===== src/rtl/bcd_seven_seg_scan_driver.sv =====
// bcd_seven_seg_scan_driver: multiplexed N-digit BCD to seven-segment scan driver with tear-free frame swap.
//   clk, rst_n        system clock; asynchronous active-low reset
//   bcd_in            packed BCD word, [3:0] is digit 0
//   load_valid/ready  capture handshake into the shadow register
//   seg               {a,b,c,d,e,f,g} of the digit being scanned
//   dig_en            one-hot digit select, off during each slot's first cycle
//   bcd_err           displayed word holds a code above 9
//   LEADING_ZERO_BLANK_EN: when defined, blanks leading zero digits (digit 0 always shown)
module bcd_seven_seg_scan_driver #(
    parameter int NUM_DIGITS     = 4,
    parameter int SCAN_DIV       = 1000,
    parameter int SEG_ACTIVE_LOW = 0,
    parameter int DIG_ACTIVE_LOW = 0
) (
    input  logic                    clk,
    input  logic                    rst_n,
    input  logic [4*NUM_DIGITS-1:0] bcd_in,
    input  logic                    load_valid,
    output logic                    load_ready,
    output logic [6:0]              seg,
    output logic [NUM_DIGITS-1:0]   dig_en,
    output logic                    bcd_err
);
    localparam int CW = $clog2(SCAN_DIV);
    localparam int IW = NUM_DIGITS > 1 ? $clog2(NUM_DIGITS) : 1;
    localparam logic [CW-1:0] CNT_LAST = CW'(SCAN_DIV - 1);
    localparam logic [IW-1:0] IDX_LAST = IW'(NUM_DIGITS - 1);
    localparam logic [6:0] SEG_OFF = SEG_ACTIVE_LOW != 0 ? 7'h7F : 7'h00;
    localparam logic [NUM_DIGITS-1:0] DIG_OFF = DIG_ACTIVE_LOW != 0 ? '1 : '0;

    logic [CW-1:0]           cnt;
    logic [IW-1:0]           idx;
    logic [4*NUM_DIGITS-1:0] shadow, active;
    logic                    pending;
    logic [3:0]              digits [NUM_DIGITS];
    logic [NUM_DIGITS-1:0]   bad, blank, dig_nxt;
    logic [6:0]              seg_nxt;
    logic                    cnt_wrap, frame;

    function automatic logic [6:0] seg7(input logic [3:0] d);
        case (d)
            4'd0:    seg7 = 7'h7E;
            4'd1:    seg7 = 7'h30;
            4'd2:    seg7 = 7'h6D;
            4'd3:    seg7 = 7'h79;
            4'd4:    seg7 = 7'h33;
            4'd5:    seg7 = 7'h5B;
            4'd6:    seg7 = 7'h5F;
            4'd7:    seg7 = 7'h70;
            4'd8:    seg7 = 7'h7F;
            4'd9:    seg7 = 7'h7B;
            default: seg7 = 7'h00;
        endcase
    endfunction

    genvar i;
    generate
        for (i = 0; i < NUM_DIGITS; i++) begin : g_dig
            assign digits[i] = active[4*i +: 4];
            assign bad[i]    = shadow[4*i +: 4] > 4'd9;
`ifdef LEADING_ZERO_BLANK_EN
            // A digit is leading-zero when it and every digit above it is zero;
            // any code above 9 is non-zero and therefore ends the run.
            if (i == 0) begin : g_lo
                assign blank[i] = 1'b0;
            end else begin : g_hi
                assign blank[i] = active[4*NUM_DIGITS-1:4*i] == '0;
            end
`else
            assign blank[i] = 1'b0;
`endif
        end
    endgenerate

    assign load_ready = !pending;
    assign cnt_wrap   = cnt == CNT_LAST;
    assign frame      = cnt_wrap && (idx == IDX_LAST);

    always_comb begin
        seg_nxt = blank[idx] ? 7'h00 : seg7(digits[idx]);
        dig_nxt = (cnt != '0) ? NUM_DIGITS'(1) << idx : '0;
    end

    always_ff @(posedge clk or negedge rst_n) begin
        if (!rst_n) begin
            cnt     <= '0;
            idx     <= '0;
            shadow  <= '0;
            active  <= '0;
            pending <= 1'b0;
            seg     <= SEG_OFF;
            dig_en  <= DIG_OFF;
            bcd_err <= 1'b0;
        end else begin
            cnt <= cnt_wrap ? '0 : cnt + CW'(1);
            if (cnt_wrap)
                idx <= (idx == IDX_LAST) ? '0 : idx + IW'(1);
            // Pending blocks capture, so swap and capture never coincide.
            if (frame && pending) begin
                active  <= shadow;
                pending <= 1'b0;
                bcd_err <= |bad;
            end else if (load_valid && !pending) begin
                shadow  <= bcd_in;
                pending <= 1'b1;
            end
            seg    <= seg_nxt ^ SEG_OFF;
            dig_en <= dig_nxt ^ DIG_OFF;
        end
    end
endmodule


===== config.mk =====
export PLATFORM = sky130hd
export DESIGN_NAME = bcd_seven_seg_scan_driver
export DESIGN_NICKNAME = d
export VERILOG_FILES = /design/src/rtl/bcd_seven_seg_scan_driver.sv
export SDC_FILE = /design/constraint.sdc
export NUM_CORES = 1
export LEC_CHECK = 0
export BUFFER_PORTS_ARGS = -buffer_cell sky130_fd_sc_hd__buf_2
export CORE_UTILIZATION = 62
export DETAILED_ROUTE_END_ITERATION = 6
export PLACE_DENSITY = 0.84
export SLEW_MARGIN = 15
export SYNTH_ARGS = -nofsm -noshare
export SYNTH_HDL_FRONTEND = slang
export SYNTH_SLANG_ARGS = --single-unit

===== constraint.sdc =====
create_clock -name clk -period 5.9 [get_ports clk]
set_input_delay 0.885 -clock clk [delete_from_list [all_inputs] [get_ports clk]]
set_output_delay 0.885 -clock clk [all_outputs]
set_load 0.05 [all_outputs]

Word-level counts from Yosys, hierarchy flattened
Memories as Yosys holds them, arrays and structs flattened. A register that Yosys moved wholly into a read port is not among the register bits.
Cells that the tools add are included.

word-level totals
  register bits after elaboration = 50
  bits in read-only memories = 112
  output and inout bits = 13
  logic and storage cells = 37
  memories = 1

memories
  name             depth  bits a word  read ports  clocked after memory_dff  wr ports  line  RTL
  (no name shown)  16     7            1           1                         0         41    case (d)

cells by class
  $add $sub $neg = 2
  $lt $le $gt $ge = 5
  eq/ne operators = 2
  shift operators = 1
  multiplexer cells = 8
  bitwise gates (word level) = 2
  reduce and logical (&&, ||, !) cells = 9

operator list
  cell                                                               number
  4-bit > comparator, second input constant                          4
  4-bit 2-to-1 mux                                                   3
  10-bit by 1-bit adder with 10-bit output, second input constant    1
  10-bit == test, second input constant                              1
  10-bit 2-to-1 mux                                                  1
  10-bit nonzero test                                                1
  4-bit binary-select mux with 2-bit select                          1
  4-bit OR reduction                                                 1
  1-bit by 2-bit left shift with 4-bit output, first input constant  1
  3-bit greater-or-equal comparator, second input constant           1
  1-bit logical AND                                                  3
  2-bit NOT with 3-bit output                                        1
  2-bit by 1-bit adder with 2-bit output, second input constant      1
  2-bit == test, second input constant                               1
  1-bit zero test                                                    2
  1-bit 2-to-1 mux                                                   2
  2-bit 2-to-1 mux                                                   1
  2-bit AND reduction                                                1
  2-bit nonzero test                                                 1
  1-bit NOT                                                          1

Depth between registers and ports, before layout
  depth in word-level cells = 5
  mapped depth = 8
  depth with buffers taken out = 7

Least setup slack after synthesis
OpenSTA, ideal clock, no wires.

  path type = input to register
  start = input port load_valid
  end = register shadow[10]
  library setup time = 125 ps
  arrival time = 1964 ps
  setup slack = 3811 ps
  stages on the path = 4
  buffers on the path = 2
  cell sequence = nor2b_1 > clkbuf_1 > buf_1 > mux2_2

between the ends
  word-level cells in the longest chain between the ends = 2

RTL lines
  what                           line  RTL
  start: declaration             18    input logic load_valid,
  1-bit logical AND              103   end else if (load_valid && !pending) begin
  2-bit AND reduction (no line)  -
  end signal: assignment         104   shadow <= bcd_in;
  end: declaration               33    logic [4*NUM_DIGITS-1:0] shadow, active;

Every way passes these cells.
A chain may end at the register's enable or synchronous reset.

Final worst setup path
  start = register cnt[0]
  end = register active[5]

between the ends
  word-level cells in the longest chain between the ends = 3

RTL lines
  what                      line  RTL
  start: declaration        31    logic [CW-1:0] cnt;
  start signal: assignment  95    cnt <= cnt_wrap ? '0 : cnt + CW'(1);
  10-bit == test            76    assign cnt_wrap = cnt == CNT_LAST;
  1-bit logical AND         77    assign frame = cnt_wrap && (idx == IDX_LAST);
  1-bit logical AND         99    if (frame && pending) begin
  end signal: assignment    100   active <= shadow;
  end: declaration          33

Every way passes these cells.

==> results.py <==
metrics = {
    "timing": {
        "tns_ns": 0,
        "worst_pin_slew_ns": 0.693,
        "period_minus_slack_ns": 2.19,
        "fmax_ghz": 0.456,
        "hold_viol": 0,
        "maxSlewHeadroom_pct": 53.8,
        "grt_setup_unrepaired": "no",
        "setup_viol_count_final": 0,
        "final.hold.worst_slack_ns": 0.506,
        "finClkSkew_ns": 0.00948,
        "finalCritPeriodShare_pct": 37.2,
        "final_max_slew_viol_count": 0,
    },
    "worst_setup_path": {
        "cp-end-kind": "register",
        "worst_setup_path_start_kind": "register",
        "arrival_ns": 2.42,
        "r2r_slack_ns": 3.71,
        "critical_path_required_ns": 6.12,
        "critPathMaxFanout": 18,
        "max_stage_delay_ns": 0.43,
        "crit_slowest_cell": "and3_4",
        "crit_chain": "ha_1 -> and4_4 -> and3b_1 -> and3_4 -> mux2_2",
        "worstSetupPathType": "register to register",
    },
    "placement": {
        "io_buffers": 31,
        "place_hpwl_um": 2970,
        "dpl_cell_area_um2": 2780,
        "globalplace.congestion": 0.768,
    },
    "logic_synthesis": {
        "synth.cell_area_um2": 2630,
        "synth-main-ff-cell": "dfrtp_1",
        "ys_seq_area_share_pct": 54.3,
        "synth-simple-area-share_pct": 9.34,
        "synth_xor_area_share_pct": 1.67,
        "syn_inst": 200,
        "synth_top_family_by_area": "multiplexers",
        "synth_edf_count": 0,
        "syn_area_per_cell_um2": 13.1,
        "synth_nets": 231,
        "yosysWarnings": 0,
        "ys_ff_latch": 57,
        "synthAdderAreaFrac_pct": 5.72,
        "synth_cell_types": 38,
        "muxShareOfSynthArea_pct": 19.2,
        "synthArstFlopShare_pct": 100,
        "synth_compound_area_share_pct": 5.24,
    },
    "cts": {
        "cts_tree": "built",
        "cts_root_buf": "clkbuf_8",
        "cts_setup_buffers": 0,
        "clk_latency_ns": 0.34,
        "clockBufferDepth": 2,
        "cts_num_sinks": 57,
        "cts_resized": 0,
        "ctsHoldBuffers": 0,
        "cts_buffers": 9,
        "path_clk_slew_ns": 0.06,
        "cts_htree_levels": 3,
    },
    "finish": {
        "design_area_um2": 3030,
        "diodes": 0,
        "final_common_cell": "dfrtp_1",
        "syn_to_final_growth_pct": 15.2,
        "most-common-layout-cells": "57 x dfrtp_1, 31 x buf_2, 24 x mux2_2",
        "fillers": 256,
        "drive_above_1_share_pct": 38.3,
        "fin_nets": 266,
    },
    "routing": {
        "drt_iter0_markers": 90,
        "antenna_left": 0,
        "wl_per_cell_um": 15.5,
        "drc": 0,
        "drtPass1Iterations": 5,
        "num_vias": 1599,
        "finalWirelength_um": 4500,
        "viasPerCell": 5.51,
    },
    "die": {
        "coreArea_um2": 4030,
        "die_y_um": 67.1,
        "die_x_um": 67.1,
        "io_pins": 32,
        "initial_utilization_pct": 65.2,
        "die-area_um2": 4500,
        "std_cell_rows": 23,
    },
    "power_and_ir_drop": {
        "p_leak_nw": 1.45,
        "power.density_nw_per_um2": 293,
        "vdd_ir_drop_max_uv": 203,
    },
    "global_route": {
        "grt_pass1_vias": 1597,
        "track_usage_pct": 24.5,
        "grt_pass1_wl_um": 7550,
        "antenna_found_initial": 0,
        "grt_max_degree": 58,
        "gr-total-overflow": 0,
    },
    "run": {
        "drv_cap": 0,
    },
    "status": {
        "outcome": "finished clean",
    },
    "hold_path": {
        "hold_class": "register to register",
    },
}
==> sequential cells by signal, indices dropped and copies added, names as in the netlist <==
signal and count:
cnt 10, pending 1, dig_en 4, idx 2, active 16, seg 7, shadow 16, bcd_err 1
==> area by class of cell <==
class	instances	area, um^2	area share, %
sequential	57	1430	47.1
multi-input combinational	123	1080	35.8
timing repair buffer	33	170	5.62
clock buffer	10	138	4.55
clock inverter	6	105	3.47
tap	50	62.6	2.07
inverter	11	41.3	1.36
==> power breakdown <==
part | leakage, nW | internal (mW) | switching (mW)
Combinational | 0.605 | 0.0153 | 0.0133
Sequential | 0.715 | 0.404 | 0.00951
Clock | 0.126 | 0.290 | 0.155
==> per-stage QoR <==
step                      setup slack [ns]  std cells  power [mW]  utilization, %
after detailed placement              3.77        274       0.449            69.1
after floorplan                       3.81        200       0.430               -
final                                 3.71        290       0.887            75.1
after CTS                             3.73        290       0.895            75.1
after global routing                  3.60        290       0.916            75.1
after global placement                3.83        274       0.447            69.1
==> worst max-delay path, delay by kind of cell (launching register included) <==
kind	cells	cell delay, ns
simple gates	3	1.02
mux	1	0.38
fa+ha+maj	1	0.25
flops	1	0.41
==> path summary, 6_finish.rpt <==
| kind | from | to | depth (start not counted) |
|---|---|---|---|
| max | cnt[0] | active[5] | 5 |
| min | active[11] | active[11] | 1 |
| max reg2reg | cnt[0] | active[5] | 5 |
| min reg2reg | active[11] | active[11] | 1 |
| max in group asynchronous | rst_n | shadow[6] | 2 |
| min in group asynchronous | rst_n | cnt[7] | 2 |
==> synth_stat cells, types with 2 or more instances <==
cell | number | area, um^2
inv_1 | 11 | 41.3
nand3_1 | 5 | 25.0
mux4_2 | 4 | 90.1
nor3_1 | 2 | 10.0
mux2_2 | 24 | 270
a21oi_1 | 3 | 15.0
o22ai_1 | 3 | 18.8
buf_6 | 3 | 33.8
xor2_1 | 2 | 17.5
o21ai_0 | 12 | 60.1
dfrtp_1 | 57 | 1430
ha_1 | 12 | 150
nor2b_1 | 2 | 12.5
buf_2 | 3 | 15.0
nand4_1 | 2 | 12.5
xnor2_1 | 3 | 26.3
mux2_4 | 9 | 135
a21o_1 | 3 | 22.5
nand2_1 | 7 | 26.3
and2_1 | 4 | 25.0
nor2_1 | 12 | 45.0
==> metal layers <==
metal  vias to the layer above  share of wire, %  GRT usage (%)
met4                         0               2.6           14.4
li1                        763                 -              -
met5                         -                 0              0
met1                       769                42           30.1
met3                        11               5.7           7.71
met2                        56                49           37.6
==> kinds of logic (layout without fill, tap and decap cells) <==
| kind of cell | after synthesis | after routing |
|---|---|---|
| flops | 57 | 57 |
| simple gates | 44 | 44 |
| mux | 38 | 38 |
| compound gates | 24 | 24 |
| buf+inv | 20 | 60 |
| fa+ha+maj | 12 | 12 |
| xor+xnor | 5 | 5 |
Note: power is estimated with default switching activity, not from simulation.
